<file path="config.mk">
export PLATFORM = sky130hd
export DESIGN_NAME = data_cache
export DESIGN_NICKNAME = d
export VERILOG_FILES = /design/src/rtl/data_cache.sv
export SDC_FILE = /design/constraint.sdc
export NUM_CORES = 1
export LEC_CHECK = 0
export ABC_AREA = 1
export BUFFER_PORTS_ARGS = -buffer_cell sky130_fd_sc_hd__buf_2
export CORE_ASPECT_RATIO = 1.2
export CORE_UTILIZATION = 40
export CTS_CLUSTER_SIZE = 28
export DETAILED_ROUTE_END_ITERATION = 8
export GPL_TIMING_DRIVEN = 0
export HOLD_SLACK_MARGIN = 0.1
export PLACE_DENSITY = 0.57
export SLEW_MARGIN = 20
export SYNTH_ARGS = -nofsm -noshare
export SYNTH_HDL_FRONTEND = slang
export SYNTH_SLANG_ARGS = --single-unit
</file>
<file path="constraint.sdc">
create_clock -name CLK -period 4.65 [get_ports CLK]
set_clock_uncertainty 0.1 [all_clocks]
set_input_delay 0.6975 -clock CLK [delete_from_list [all_inputs] [get_ports CLK]]
set_output_delay 0.6975 -clock CLK [all_outputs]
set_load 0.02 [all_outputs]
</file>
<file path="src/rtl/data_cache.sv">
// Direct-mapped, write-back, write-allocate data cache.
// 8 lines of 4-byte blocks. The CPU side is byte-wide and the memory side is block-wide.
// Address layout: [7:5] tag, [4:2] index, [1:0] byte offset.
module data_cache (
  input  logic        CLK,
  input  logic        RESET,
  input  logic        READ,
  input  logic        WRITE,
  input  logic [7:0]  ADDRESS,
  input  logic [7:0]  WRITEDATA,
  output logic [7:0]  READDATA,
  output logic        BUSYWAIT,
  output logic        MEM_READ,
  output logic        MEM_WRITE,
  output logic [5:0]  MEM_ADDRESS,
  output logic [31:0] MEM_WRITEDATA,
  input  logic [31:0] MEM_READDATA,
  input  logic        MEM_BUSYWAIT
);

  typedef enum logic [1:0] {StIdle, StWriteback, StFetch} state_e;

  state_e      state_q, state_d;
  logic [31:0] data_q [8];
  logic [2:0]  tag_q  [8];
  logic [7:0]  valid_q;
  logic [7:0]  dirty_q;

  logic [2:0]  addr_tag;
  logic [2:0]  index;
  logic [1:0]  offset;
  logic [31:0] line_data;
  logic        hit;
  logic        req;
  logic        write_hit;
  logic        fetch_done;

  assign addr_tag  = ADDRESS[7:5];
  assign index     = ADDRESS[4:2];
  assign offset    = ADDRESS[1:0];
  assign line_data = data_q[index];
  assign hit       = valid_q[index] && (tag_q[index] == addr_tag);
  assign req       = READ || WRITE;
  // A simultaneous READ and WRITE is handled as a write.
  assign write_hit  = (state_q == StIdle) && WRITE && hit;
  assign fetch_done = (state_q == StFetch) && !MEM_BUSYWAIT;

  // Selected byte of the indexed line; meaningful only on a read hit.
  assign READDATA = line_data[{offset, 3'b000} +: 8];

  // State register plus valid/dirty bits; reset aborts any memory transfer in flight.
  always_ff @(posedge CLK) begin
    if (!RESET) begin
      state_q <= StIdle;
      valid_q <= '0;
      dirty_q <= '0;
    end else begin
      state_q <= state_d;
      if (write_hit) begin
        dirty_q[index] <= 1'b1;
      end
      if (fetch_done) begin
        valid_q[index] <= 1'b1;
        dirty_q[index] <= 1'b0;
      end
    end
  end

  // Line data and tags carry no reset; updates are suppressed while reset is asserted.
  always_ff @(posedge CLK) begin
    if (RESET) begin
      if (write_hit) begin
        data_q[index][{offset, 3'b000} +: 8] <= WRITEDATA;
      end
      if (fetch_done) begin
        data_q[index] <= MEM_READDATA;
        tag_q[index]  <= addr_tag;
      end
    end
  end

  // Next-state and memory/CPU handshake outputs, decoded from the current state.
  always_comb begin
    state_d       = state_q;
    BUSYWAIT      = 1'b0;
    MEM_READ      = 1'b0;
    MEM_WRITE     = 1'b0;
    MEM_ADDRESS   = ADDRESS[7:2];
    MEM_WRITEDATA = line_data;
    unique case (state_q)
      StIdle: begin
        BUSYWAIT = req && !hit;
        if (req && !hit) begin
          if (valid_q[index] && dirty_q[index]) begin
            state_d = StWriteback;
          end else begin
            state_d = StFetch;
          end
        end
      end
      StWriteback: begin
        BUSYWAIT    = 1'b1;
        MEM_WRITE   = 1'b1;
        MEM_ADDRESS = {tag_q[index], index};
        if (!MEM_BUSYWAIT) begin
          state_d = StFetch;
        end
      end
      StFetch: begin
        BUSYWAIT = 1'b1;
        MEM_READ = 1'b1;
        if (!MEM_BUSYWAIT) begin
          state_d = StIdle;
        end
      end
      default: begin
        state_d = StIdle;
      end
    endcase
  end

endmodule

</file>
# Yosys cells after proc, flatten, opt, wreduce, memory -nomap -nowiden
# Memory sizes are Yosys's and may differ from the RTL's.
# Cells that the tools add are included.
# word_totals
latchBits,0
regBits,18
word_cells,122
n_memories,2
inputBits,53
ramBits,280
rom_bits,0
output_inout_bits,49
# classes
reduce_logical,13
div,0
order_cmp,2
n_mul,0
n_eq_ne,6
mux,56
add_sub_neg,1
bitwise,36
shifts,3
# memory_table
name,words,width,rd,rd_clocked_by_memory_dff,wr,line_no,source
data_q,8,32,1,0,1,24,logic [31:0] data_q [8];
tag_q,8,3,1,0,1,25,logic [2:0] tag_q [8];
# ops
operator,count
1-bit two-way mux,42
32-bit two-way mux,1
1-bit OR,32
8-bit by 7-bit variable shift with 32-bit output (first input constant),1
32-bit by 6-bit indexed part select with 8-bit output,1
8-bit by 7-bit indexed part select with 32-bit output,1
8-bit two-way mux,3
8-bit OR,2
8-bit AND,1
2-bit two-way mux,4
8-bit inverter,1
1-bit logical AND,7
5-bit negation with 7-bit output,1
1-bit binary-select mux with 3-bit select,2
6-bit two-way mux,1
2-bit case mux with 3 select lines,1
3-bit by 4-bit < comparator with 1-bit output (second input constant),1
2-bit inequality test (second input constant),2
1-bit demux with 3-bit select,1
3-bit == test,1
3-bit by 1-bit >= comparator with 1-bit output (second input constant),1
3-bit AND reduction,1
2-bit by 1-bit == test with 1-bit output (second input constant),1
2-bit == test (second input constant),1
6 further kinds,7

# Longest topological paths before layout
# depth
word_depth,9
depth_mapped,17
depth_no_buf,16

# Worst setup path after synthesis
# No wires, ideal clock.
# synth_timing
path_type,input -> output
start,input ADDRESS[2]
end,output READDATA[2]
path_slack_ns,1.615
t_required_ns,3.853
n_path_buf,2
stages,10
arrival_time_ns,2.238
path_cell_list,inv_2 buf_2 nand2_1 inv_1 clkbuf_1 a22o_1 a21oi_1 nand2_1 o21ai_0 o22ai_1
# synth_via
elab_chain_cells,2
# synth_lines
element,line_no,source
from (decl),9,"input logic [7:0] ADDRESS,"
memory read 8 x 32 bit,--,
net MEM_WRITEDATA[26],16,"output logic [31:0] MEM_WRITEDATA,"
32-bit by 6-bit indexed part select with 8-bit output,49,"assign READDATA = line_data[{offset, 3'b000} +: 8];"
to (decl),11,"output logic [7:0] READDATA,"
# The timed path passes the listed nets, and every way through them passes these cells.

# Final worst setup path
# layout_timing
start,input ADDRESS[2]
end,output READDATA[2]
# layout_via
elab_chain_cells,2
# layout_lines
element,line_no
memory read 8 x 32 bit,--
32-bit by 6-bit indexed part select with 8-bit output,49
# Every way passes these cells.

==> metrics.csv <==
stage;metric;value;unit
power;p_leak;5.49;nW
detailed_routing;drtIter0Drc;851;
sta;layout_min_cycle_time;4.55;ns
synth;syn_avg_cell_area;12.0;um^2
global_route;grt_overflow;0;
synth;synth_top_area_share;67.1;%
sta;rsz0062_at_grt;false;
power;clock_power_share;39.8;%
floorplanning;initial_core_util;40.9;%
synth;synth.net_count;1102;
sta;worst_pin_slew;1.18;ns
clocking;clk_path_buf_depth;3;
global_route;grt_pass1_vias;8501;
synth;async_flop_share;0;%
global_route;use_met3;3.70;%
global_route;use_met1;33.8;%
final_layout;n_antenna_cell;0;
sta;hold_viol;0;
final_layout;fin_cells;1590;
sta;clock.fmax;220;MHz
final_layout;drive_above_1_share;16.2;%
power;finalPower;5.77;mW
run_status;status;complete, no violations;
critical_path;critPathLaunch;ADDRESS[2];
synth;synth.area.mux_share;0;%
detailed_routing;drt_wl_total;40100;um
clocking;postCtsHoldBufs;0;
min_path;holdCritStartpoint;valid_q[2];
place;port-buffer-count;101;
synth;post_synth_main_area_contributors;edfxtp_1, nand2_1, nand3_1;
global_route;gr-max-usage-layer;met2;
sta;fin_tns_setup;0;ns
synth;seq_area_frac_synth;70.0;%
place;hpwlAfterDp;28000;um
clocking;root_buffer;clkbuf_16;
final_layout;syn_to_final_growth;15.5;%
clocking;numCtsBuffers;30;
power;combPwrFrac;8.8;%
synth;synthAdderAreaFrac;0.899;%
synth;synth-simple-area-share;13.6;%
detailed_routing;dr.pass1.iters;5;
clocking;cts_resized;0;
clocking;h-tree-depth;1;
final_layout;num-nets-final;1235;
power;swShare;23.7;%
final_layout;nFillCells;2830;
floorplanning;rows;70;
floorplanning;ios;102;
clocking;post_cts_buffers;0;
critical_path;path_max_fanout;10;
detailed_routing;vias;9057;
sta;finalSetupViolCount;0;
sta;max_slew_margin;21.4;%
synth;postSynthCellCount;1040;
critical_path;worst-endpoint-required;3.85;ns
global_route;globalRouteTotalUtil;25.1;%
synth;synth-edff-count;280;
global_route;grt_max_degree;15;
synth;yosys-top-cells-count;edfxtp_1, nand2_1, inv_1;
critical_path;cp-start-kind;input pin;
floorplanning;coreArea;0.0307;mm^2
detailed_routing;postRouteAntennaNets;0;
synth;synth_top_family_by_area;simple AND/OR/NAND/NOR gates;
clocking;cts_sinks;298;
sta;whs;0.348;ns
synth;synth_xor_area_share;0;%
min_path;whs_path_depth;2;
synth;syn_area;0.0125;mm^2
critical_path;path_class;in2out;
floorplanning;dieHeight;196;um
power;power.internal;4.40;mW
clocking;cts_tree;built;
sta;slew_violations;0;
final_layout;regArea;0.00877;mm^2
floorplanning;die_width;164;um
global_route;antenna_found_initial;0;
place;place_inst;1537;
critical_path;timing.rr.start;state_q[0];
critical_path;reg2reg_depth;8;
power;powerDensity;399;mW/mm^2
synth;ys_seq_elements;298;
synth;ys_types;40;
detailed_routing;avgRoutedWirePerCell;25.2;um
power;pwr-share-seq;51.4;%
synth;synth_warnings;0;
power;power.net_switching;1.37;mW
clocking;path_clk_slew;0.06;ns
synth;synth_top_area_cell;edfxtp_1;
sta;post-route-period-util;97.8;%
clocking;insertion_delay;0.56;ns
global_route;grt_pass1_wl;56600;um
synth;synth_ff_type;edfxtp_1;
flow_run;maxCapViolCount;0;
synth;synth_most_common_cell;edfxtp_1;
min_path;hold_path_class;reg2reg;
place;gp_congestion;0.944;
critical_path;end_kind;output port;
detailed_routing;drt-vias-per-instance;5.70;
power;vdd.ir_drop.worst;0.236;mV
floorplanning;fp.dieArea;0.0320;mm^2
final_layout;multi_input_area;0.00319;mm^2
global_route;met2_usage;41.7;%
synth;synth_compound_area_share;10.8;%
critical_path;cp.arrival;3.75;ns
detailed_routing;drc;0;
[routing by layer]
metal | vias up | part of all wire [%] | routed length, um
li1 | 4031 | - | -
met3 | 76 | 8.2 | 3300
met5 | - | 0 | 0
met1 | 4485 | 40 | 16200
met2 | 465 | 48 | 19300
met4 | 0 | 3.3 | 1330
[layout make-up]
cell class | count | area share, %
flip-flops and latches | 298 | 60.6
multi-input cells | 596 | 22.1
clock buffers | 39 | 5.57
repair buffers | 101 | 3.49
well taps | 396 | 3.42
inverters | 91 | 2.37
plain buffers | 55 | 1.66
clock inverters | 14 | 0.830
[power by group through the flow]
| stage | Combinational [mW] | Clock (mW) | Sequential [mW] |
|---|---|---|---|
| 6_report | 0.509 | 2.30 | 2.96 |
| 5_1_grt | 0.536 | 2.41 | 2.96 |
| 4_1_cts | 0.501 | 2.31 | 2.96 |
| 3_5_place_dp | 0.500 | 0 | 3.02 |
| 3_3_place_gp | 0.495 | 0 | 3.02 |
| 2_1_floorplan | 0.273 | 0 | 3.02 |
[cell families (layout without fill, tap and decap cells)]
logic type                 after synthesis  count (layout)
DFF                                    298             298
adders and majority gates                9               9
and+or+nand+nor                        393             393
AOI/OAI and AO/OA                      194             194
buffers and inverters                  146             300
[flip-flops by register name, summed over array words and instances (netlist names), named ones only]
signal,flops
tag_q,24
state_q,2
data_q,256
valid_q,8
[through the flow]
step	setup slack, ns	util (%)	instance area (um^2)
after global placement	0.221	44.1	13500
after detailed placement	0.209	44.2	13500
after CTS	0.199	47.2	14500
after global routing	0.0496	47.2	14500
final	0.102	47.2	14500
after floorplan	1.61	-	12500
[path summary, 6_finish.rpt]
check / to / slack [ns]
hold reg to reg: valid_q[2] / 0.35
setup / recovery: READDATA[2] / 0.10
hold / removal: valid_q[2] / 0.35
setup reg to reg: data_q[7][13] / 1.02
[placed cells by master, fill, tap and decap left out, types with 2 or more instances in the layout]
master | netlist | routed
edfxtp_1 | 280 | 280
nand2_1 | 233 | 233
buf_2 | 9 | 110
inv_1 | 83 | 83
nand3_1 | 82 | 82
clkbuf_1 | 37 | 45
nor2_1 | 44 | 44
a21oi_1 | 44 | 40
clkbuf_16 | 0 | 31
a221oi_1 | 30 | 30
o21ai_0 | 31 | 29
a22oi_1 | 22 | 22
a22o_1 | 21 | 21
dfxtp_1 | 18 | 18
nand4_1 | 15 | 15
a21oi_2 | 8 | 12
ha_1 | 9 | 9
o211ai_1 | 8 | 8
nor2_2 | 7 | 7
clkinv_1 | 2 | 7
o21ai_1 | 4 | 6
clkinv_2 | 1 | 6
a31oi_1 | 6 | 6
inv_2 | 5 | 5
o2bb2ai_1 | 5 | 5
o22ai_1 | 5 | 5
buf_1 | 4 | 4
buf_4 | 4 | 4
a221oi_2 | 4 | 4
nand2_2 | 3 | 3
and3_1 | 2 | 2
a211oi_1 | 2 | 2
nand4_4 | 2 | 2
nand4_2 | 2 | 2
o2111ai_1 | 2 | 2
bufinv_16 | 0 | 2
[worst max-delay path: stages]
cell and delay [ns]:
buf_2 0.14, inv_2 0.06, buf_2 0.19, nor2_2 0.69
clkbuf_1 0.82, a22oi_1 0.20, nand4_1 0.27, nor2_1 0.08
o22ai_1 0.34, buf_2 0.24
No activity file was read; power rests on OpenSTA's default activity.
